===== config.mk =====
export PLATFORM = sky130hd
export DESIGN_NAME = ax_level_ctrl
export DESIGN_NICKNAME = d
export VERILOG_FILES = /design/src/rtl/ax_level_ctrl.sv
export SDC_FILE = /design/constraint.sdc
export NUM_CORES = 1
export LEC_CHECK = 0
export CORE_UTILIZATION = 50
export DETAILED_ROUTE_END_ITERATION = 10
export GPL_TIMING_DRIVEN = 0
export PLACE_DENSITY = 0.72
export SYNTH_ARGS = -nofsm -noshare
export SYNTH_HDL_FRONTEND = slang
export SYNTH_SLANG_ARGS = --single-unit

===== constraint.sdc =====
create_clock -name clk -period 4.5 [get_ports clk]
set_input_delay 1.35 -clock clk [delete_from_list [all_inputs] [get_ports clk]]
set_output_delay 1.35 -clock clk [all_outputs]
set_load 0.03 [all_outputs]

===== src/rtl/ax_level_ctrl.sv =====
// Run-time approximation level: CSR-writable, adaptively tuned once per window of committed instructions.
// All outputs registered (CSR or window-end effect visible next cycle); no handshake, the level is a steady-state value.
module ax_level_ctrl #(
    parameter int LEVEL_WIDTH   = 5,
    parameter int DEFAULT_LEVEL = 10,
    parameter int MAX_LEVEL     = 20,
    parameter int COMMIT_WIDTH  = 2,
    parameter int WINDOW        = 256,
    parameter int ERR_HI        = 8,
    parameter int ERR_LO        = 1
) (
    input  logic                    clk,
    input  logic                    rst,
    input  logic                    csrLevelWE,
    input  logic [LEVEL_WIDTH-1:0]  csrLevelData,
    input  logic                    csrModeWE,
    input  logic                    csrModeData,
    input  logic [COMMIT_WIDTH-1:0] commitValid,
    input  logic [COMMIT_WIDTH-1:0] axViolation,
    output logic [LEVEL_WIDTH-1:0]  axLevel,
    output logic                    adaptiveEn,
    output logic                    levelChanged
);

    localparam int CNT_W = $clog2(WINDOW + 1);
    localparam int SUM_W = CNT_W + 1;
    localparam int POP_W = $clog2(COMMIT_WIDTH + 1);

    localparam logic [LEVEL_WIDTH-1:0] LVL_MAX = LEVEL_WIDTH'(MAX_LEVEL);
    localparam logic [LEVEL_WIDTH-1:0] LVL_DEF = LEVEL_WIDTH'(DEFAULT_LEVEL);
    localparam logic [SUM_W-1:0]       WIN_S   = SUM_W'(WINDOW);
    localparam logic [CNT_W-1:0]       WIN_C   = CNT_W'(WINDOW);
    localparam logic [CNT_W-1:0]       HI_C    = CNT_W'(ERR_HI);
    localparam logic [CNT_W-1:0]       LO_C    = CNT_W'(ERR_LO);

    logic [LEVEL_WIDTH-1:0] r_level;
    logic                   r_mode;
    logic [CNT_W-1:0]       r_win_cnt;
    logic [CNT_W-1:0]       r_viol_cnt;
    logic                   r_changed;

    logic [POP_W-1:0]       w_n_commit;
    logic [POP_W-1:0]       w_n_viol;
    logic [SUM_W-1:0]       w_win_sum;
    logic [SUM_W-1:0]       w_viol_sum;
    logic [CNT_W-1:0]       w_viol_sat;
    logic                   w_win_end;
    logic [LEVEL_WIDTH-1:0] w_csr_level;
    logic [LEVEL_WIDTH-1:0] w_level_nxt;
    logic                   w_mode_nxt;
    logic [CNT_W-1:0]       w_win_nxt;
    logic [CNT_W-1:0]       w_viol_nxt;

    always_comb begin
        w_n_commit = '0;
        w_n_viol   = '0;
        for (int i = 0; i < COMMIT_WIDTH; i++) begin
            w_n_commit = w_n_commit + POP_W'(commitValid[i]);
            w_n_viol   = w_n_viol + POP_W'(commitValid[i] & axViolation[i]);
        end
    end

    assign w_win_sum   = SUM_W'(r_win_cnt) + SUM_W'(w_n_commit);
    assign w_viol_sum  = SUM_W'(r_viol_cnt) + SUM_W'(w_n_viol);
    assign w_viol_sat  = (w_viol_sum >= WIN_S) ? WIN_C : w_viol_sum[CNT_W-1:0];
    assign w_win_end   = (w_win_sum >= WIN_S);
    assign w_csr_level = (csrLevelData > LVL_MAX) ? LVL_MAX : csrLevelData;

    // Any CSR write restarts the window; commits past the window end are dropped.
    always_comb begin
        w_level_nxt = r_level;
        w_mode_nxt  = r_mode;
        w_win_nxt   = '0;
        w_viol_nxt  = '0;
        if (csrModeWE) begin
            w_mode_nxt = csrModeData;
        end
        if (csrLevelWE) begin
            w_level_nxt = w_csr_level;
        end
        if (!csrLevelWE && !csrModeWE && r_mode) begin
            if (w_win_end) begin
                if (w_viol_sat >= HI_C) begin
                    w_level_nxt = (r_level == '0) ? '0 : r_level - 1'b1;
                end else if (w_viol_sat < LO_C) begin
                    w_level_nxt = (r_level >= LVL_MAX) ? LVL_MAX : r_level + 1'b1;
                end
            end else begin
                w_win_nxt  = w_win_sum[CNT_W-1:0];
                w_viol_nxt = w_viol_sat;
            end
        end
    end

    always_ff @(posedge clk) begin
        if (rst) begin
            r_level    <= LVL_DEF;
            r_mode     <= 1'b0;
            r_win_cnt  <= '0;
            r_viol_cnt <= '0;
            r_changed  <= 1'b0;
        end else begin
            r_level    <= w_level_nxt;
            r_mode     <= w_mode_nxt;
            r_win_cnt  <= w_win_nxt;
            r_viol_cnt <= w_viol_nxt;
            r_changed  <= (w_level_nxt != r_level);
        end
    end

    assign axLevel      = r_level;
    assign adaptiveEn   = r_mode;
    assign levelChanged = r_changed;

endmodule


# Word-level counts from Yosys, hierarchy flattened
# Index checks and enable logic that the tools add are counted.
# W data, S select, Z words.
# op_classes
addsub	6
multipliers	0
n_div	0
order_cmp	6
n_eq_ne	1
shift	0
n_mux	9
n_bitwise	3
reduce_logical	6
# op_table
op	count
$mux W5	8
$add A9 B2 Y10	2
$ge A10 B9 Y1 const B	2
$ge A9 B4 Y1 const B	1
$lt A9 B1 Y1 const B	1
$mux W9	1
$add A5 B1 Y5 const B	1
$ge A5 B5 Y1 const B	1
$gt A5 B5 Y1 const B	1
$logic_not A5 Y1	1
$ne A5 B5 Y1	1
$sub A5 B1 Y5 const B	1
$add A1 B1 Y2	2
$reduce_or A3 Y1	1
$and A1 B1 Y1	2
$logic_and A1 B1 Y1	2
$logic_not A1 Y1	2
$not A1 Y1	1
# word_totals
register_bits	25
latch_bits	0
ramBits	0
romBits	0
inputBits	14
output_inout_bits	7
word_cells	36
mem_count	0

# Longest topological paths before layout
# logic_depth
ltp_word	11
depth_mapped	13
mapped_depth_nobuf	12

# Least setup slack after synthesis
# No wires, ideal clock.
# synth_timing
path_type	input port to flip-flop
start	input port axViolation[0]
end	register r_changed, in the netlist levelChanged
setup_ps	134
t_arrival_ps	4174
required_time_ps	4366
slack_ps	192
cell_stages	12
path_buffers	1
cell_sequence	and2_1 > fa_1 > ha_1 > nor2b_1 > or4b_1 > a311oi_2 > and3_1 > buf_6 > nor4_2 > or3_1 > a211oi_2 > a41oi_1
# synth_via
elab_chain_len	11
elab_cells_between_ends	12
cone_classes	2 x add/sub; 3 x order compare; 1 x eq/ne; 5 x mux; 1 x bitwise
# synth_rtl
element	line	text
start: declaration	19	input logic [COMMIT_WIDTH-1:0] axViolation,
$and A1 B1 Y1 *	59	w_n_viol = w_n_viol + POP_W'(commitValid[i] & axViolation[i]);
$add A1 B1 Y2 *	59	
$add A9 B2 Y10 *	64	assign w_viol_sum = SUM_W'(r_viol_cnt) + SUM_W'(w_n_viol);
$ge A10 B9 Y1	65	assign w_viol_sat = (w_viol_sum >= WIN_S) ? WIN_C : w_viol_sum[CNT_W-1:0];
$mux W9 *	65	
$lt A9 B1 Y1	85	end else if (w_viol_sat < LO_C) begin
$mux W5	85	
$mux W5 *	83	if (w_viol_sat >= HI_C) begin
$mux W5 *	82	if (w_win_end) begin
$mux W5 *	81	if (!csrLevelWE && !csrModeWE && r_mode) begin
$ne A5 B5 Y1 *	107	r_changed <= (w_level_nxt != r_level);
end signal: assignment	107	
end: declaration	40	logic r_changed;
# Every way passes the cells marked *; elsewhere a longest branch is shown, timed or not.
# A chain may end at the register's enable or synchronous reset.

# Worst setup path after layout
# layout_timing
start	input port commitValid[1]
end	register r_changed, in the netlist levelChanged
# layout_via
elab_chain_len	11
elab_cells_between_ends	15
cone_classes	4 x add/sub; 4 x order compare; 1 x eq/ne; 5 x mux; 1 x bitwise
# layout_rtl
element	line	text
start: declaration	18	input logic [COMMIT_WIDTH-1:0] commitValid,
$and A1 B1 Y1	59	
$add A1 B1 Y2	59	
$add A9 B2 Y10	64	
$ge A10 B9 Y1	65	
$mux W9	65	
$lt A9 B1 Y1	85	
$mux W5	85	
$mux W5	83	
$mux W5 *	82	
$mux W5 *	81	
$ne A5 B5 Y1 *	107	
# Marked as above.

==> results.toml <==
[cts]
cts_buffers = 3
clk-insertion-delay-late_ns = 0.34
cts-hold-fix-buffers = 0
numClockSinks = 25
cts_root_buf = "clkbuf_4"
htree_levels = 1
ctsLongestPathBuffers = 2
worst_setup_hold_path_clk_slew_ns = 0.16
tritoncts = "built"

[setup_path]
r2r_cells = 12
crit_type = "in2reg"
reg2reg_slack_ns = 1.28
timing.critical_path.required_ns = 4.72
path_max_fanout = 6
r2r_start = "r_viol_cnt[0]"
critical_path.endpoint_type = "register"
critPathArrivalTime_ns = 4.66
setup.worst_path.start_class = "primary input"
worstReg2RegEnd = "levelChanged"

[placement]
post-dp-hpwl_um = 3020
detailed_place.area_um2 = 1970
place_inst = 279
place_congestion = 0.838
port_buffers = 20

[power_and_ir_drop]
power.clock.fraction_pct = 24.8
power.density_nw_per_um2 = 225
switching_power_mw = 0.147
power.static_leakage_nw = 0.760
p_seq_share_pct = 50.6
p_int_mw = 0.314
sw_frac_of_total_pct = 31.8
vdd_ir_drop_max_uv = 184
power.total_mw = 0.461
combPwrFrac_pct = 24.6

[synthesis]
yosysUniqueCellTypes = 58
synth_edf_count = 0
syn-num-nets = 236
post_synth_design_cell_area_um2 = 1720
post-synth-top-area-fraction_pct = 29.1
synthTopCellsByCount = "nor2_1 (28), dfxtp_1 (25), inv_1 (13), nand3_1 (12)"
syn_inst = 215
post_synth_main_area_contributors = "dfxtp_1 (29%), nor2_1 (6.1%), ha_1 (3.6%)"
synth.yosys.warnings = 0
synth_async_sr_flop_share_pct = 0
synth-main-ff-cell = "dfxtp_1"
yosys_register_bits = 25
synth.largest_area_cell = "dfxtp_1"
yosys.cell_count.top_type = "nor2_1"
seq_area_frac_synth_pct = 29.1
syn_area_per_cell_um2 = 7.99

[timing]
setup_violations = 0
final_min_period_over_clock_period_pct = 98.5
fin_hold_ws_ns = 0.553
max_clock_freq_mhz = 226
rsz_0062_raised_after_global_routing = "no"
skew_ns = 0.00773
worst_slew_pin_slew_ns = 0.611
layout_min_cycle_time_ns = 4.43
finalHoldViolations = 0
final_layout_setup_total_negative_slack_ns = 0
maxSlewViolCount = 0
slew_headroom_pct = 58.8

[detailed_routing]
route.detailed.wl_per_inst_um = 14.1
detail-route-antenna-nets = 0
drt-vias-per-instance = 5.90
routed-via-count = 1687
postRouteWirelength_um = 4040
drt_iter0_drc = 126
drcViolationCount = 0
drt_pass_1_iters = 4

[final_layout]
finish.net_count = 264
insertedDiodeCount = 0
fraction_of_final_layout_cells_with_drive_strength_greater_than_1_pct = 9.50
finalInstanceArea_um2 = 2050
syn2layout_area_growth_pct = 19.2
post_layout_nonfiller_instances = 286

[floorplan]
die_width_um = 60.6
core_area_um2 = 3150
die_area_um2 = 3670
initial_standard_cell_utilization_of_the_core_pct = 54.5
num_rows = 20
fp.dieH_um = 60.6
number_of_top_level_design_ports = 21

[min_path]
worstHoldStart = "r_win_cnt[3]"
hold_path.class = "reg2reg"
hold_depth = 2
hold_path_end = "r_win_cnt[3]"

[global_routing]
grt_start_max_net_pins = 17
antenna_found_initial = 0
grt_pass1_vias = 1566
grt_first_pass_wirelength_um = 6680
groute.usage.overall_pct = 24.1
gr-total-overflow = 0

[run_status]
result_of_the_run = "finished clean"

[job]
cap_viol_max_count = 0
timing repair:
item,CTS,global route
pin swaps,1,5
gates cloned,0,0
setup endpoints to repair,1,1
buffers inserted,0,3
resized for setup,2,2
power groups by stage:
stage          registers, mW  clock network (mW)  logic (mW)
3_5_place_dp           0.238                   0       0.109
5_1_grt                0.234               0.127       0.123
3_3_place_gp           0.238                   0       0.108
2_1_floorplan          0.247                   0      0.0618
4_1_cts                0.233               0.119       0.110
6_report               0.233               0.114       0.113
cells in the final DEF (no fill, tap or decap), drive strengths merged, types with 6 or more instances in the layout:
master,instances
nor3,6
nand4,6
nand3,13
xnor2,7
clkbuf,9
o21ai,9
a21oi,11
dfxtp,25
clkdlybuf4s50,20
and3,6
xor2,7
nand2,11
inv,14
nor2,28
cells by family (layout without fill, tap and decap cells):
group | Yosys count | after routing | share of synthesized area [%]
AOI/OAI and AO/OA | 44 | 44 | 19.0
xor gates and xnor gates | 14 | 14 | 7.14
adders and majority gates | 7 | 7 | 5.97
buffers and inverters | 21 | 48 | 5.10
DFF | 25 | 25 | 29.1
muxes | 3 | 3 | 1.75
other | 1 | 1 | 0.218
and+or+nand+nor | 100 | 100 | 31.7
state kept, by name, summed over array words and instances (netlist names):
register      count
levelChanged      1
axLevel           5
r_win_cnt         9
adaptiveEn        1
r_viol_cnt        9
through the flow:
step           setup WS (ns)  util, %
2_1_floorplan          0.192        -
3_3_place_gp          -0.473     62.6
3_5_place_dp          -0.463     62.6
4_1_cts               0.0254     63.7
5_1_grt              0.00786     64.9
6_report              0.0656     64.9
per-layer routing:
metal | GRT usage (%) | share of wire [%] | up-vias
li1 | - | - | 831
met1 | 31.5 | 47 | 810
met2 | 41.3 | 47 | 44
met3 | 4.48 | 5.2 | 2
met4 | 5.84 | 0.37 | 0
met5 | 0 | 0 | -
final cells by class:
cell class	instances	area, um2
Multi-Input combinational cell	169	1150
Clock inverter	1	8.76
Tap cell	44	55.1
Buffer	8	38.8
Fill cell	294	1110
Inverter	13	48.8
Sequential cell	25	500
Clock buffer	3	22.5
Timing Repair Buffer	23	223
how the worst max path moves through the flow:
stage	cells past startpoint	start	to
after floorplan	12	axViolation[0]	levelChanged
after global placement	13	commitValid[0]	levelChanged
after detailed placement	13	commitValid[0]	levelChanged
after CTS	13	commitValid[0]	levelChanged
after global routing	14	commitValid[1]	levelChanged
final	14	commitValid[1]	levelChanged
critical path, stage by stage:
cell and delay [ns]:
clkdlybuf4s50_1 0.42, and2_1 0.16, fa_2 0.40, ha_4 0.20, nor2b_1 0.13, or4b_1 0.53
a311oi_2 0.32, and3_1 0.22, buf_6 0.13, buf_4 0.14, o221ai_1 0.09, nand4b_1 0.21
a211oi_2 0.20, a41oi_1 0.14
No activity file was read; power rests on OpenSTA's default activity.
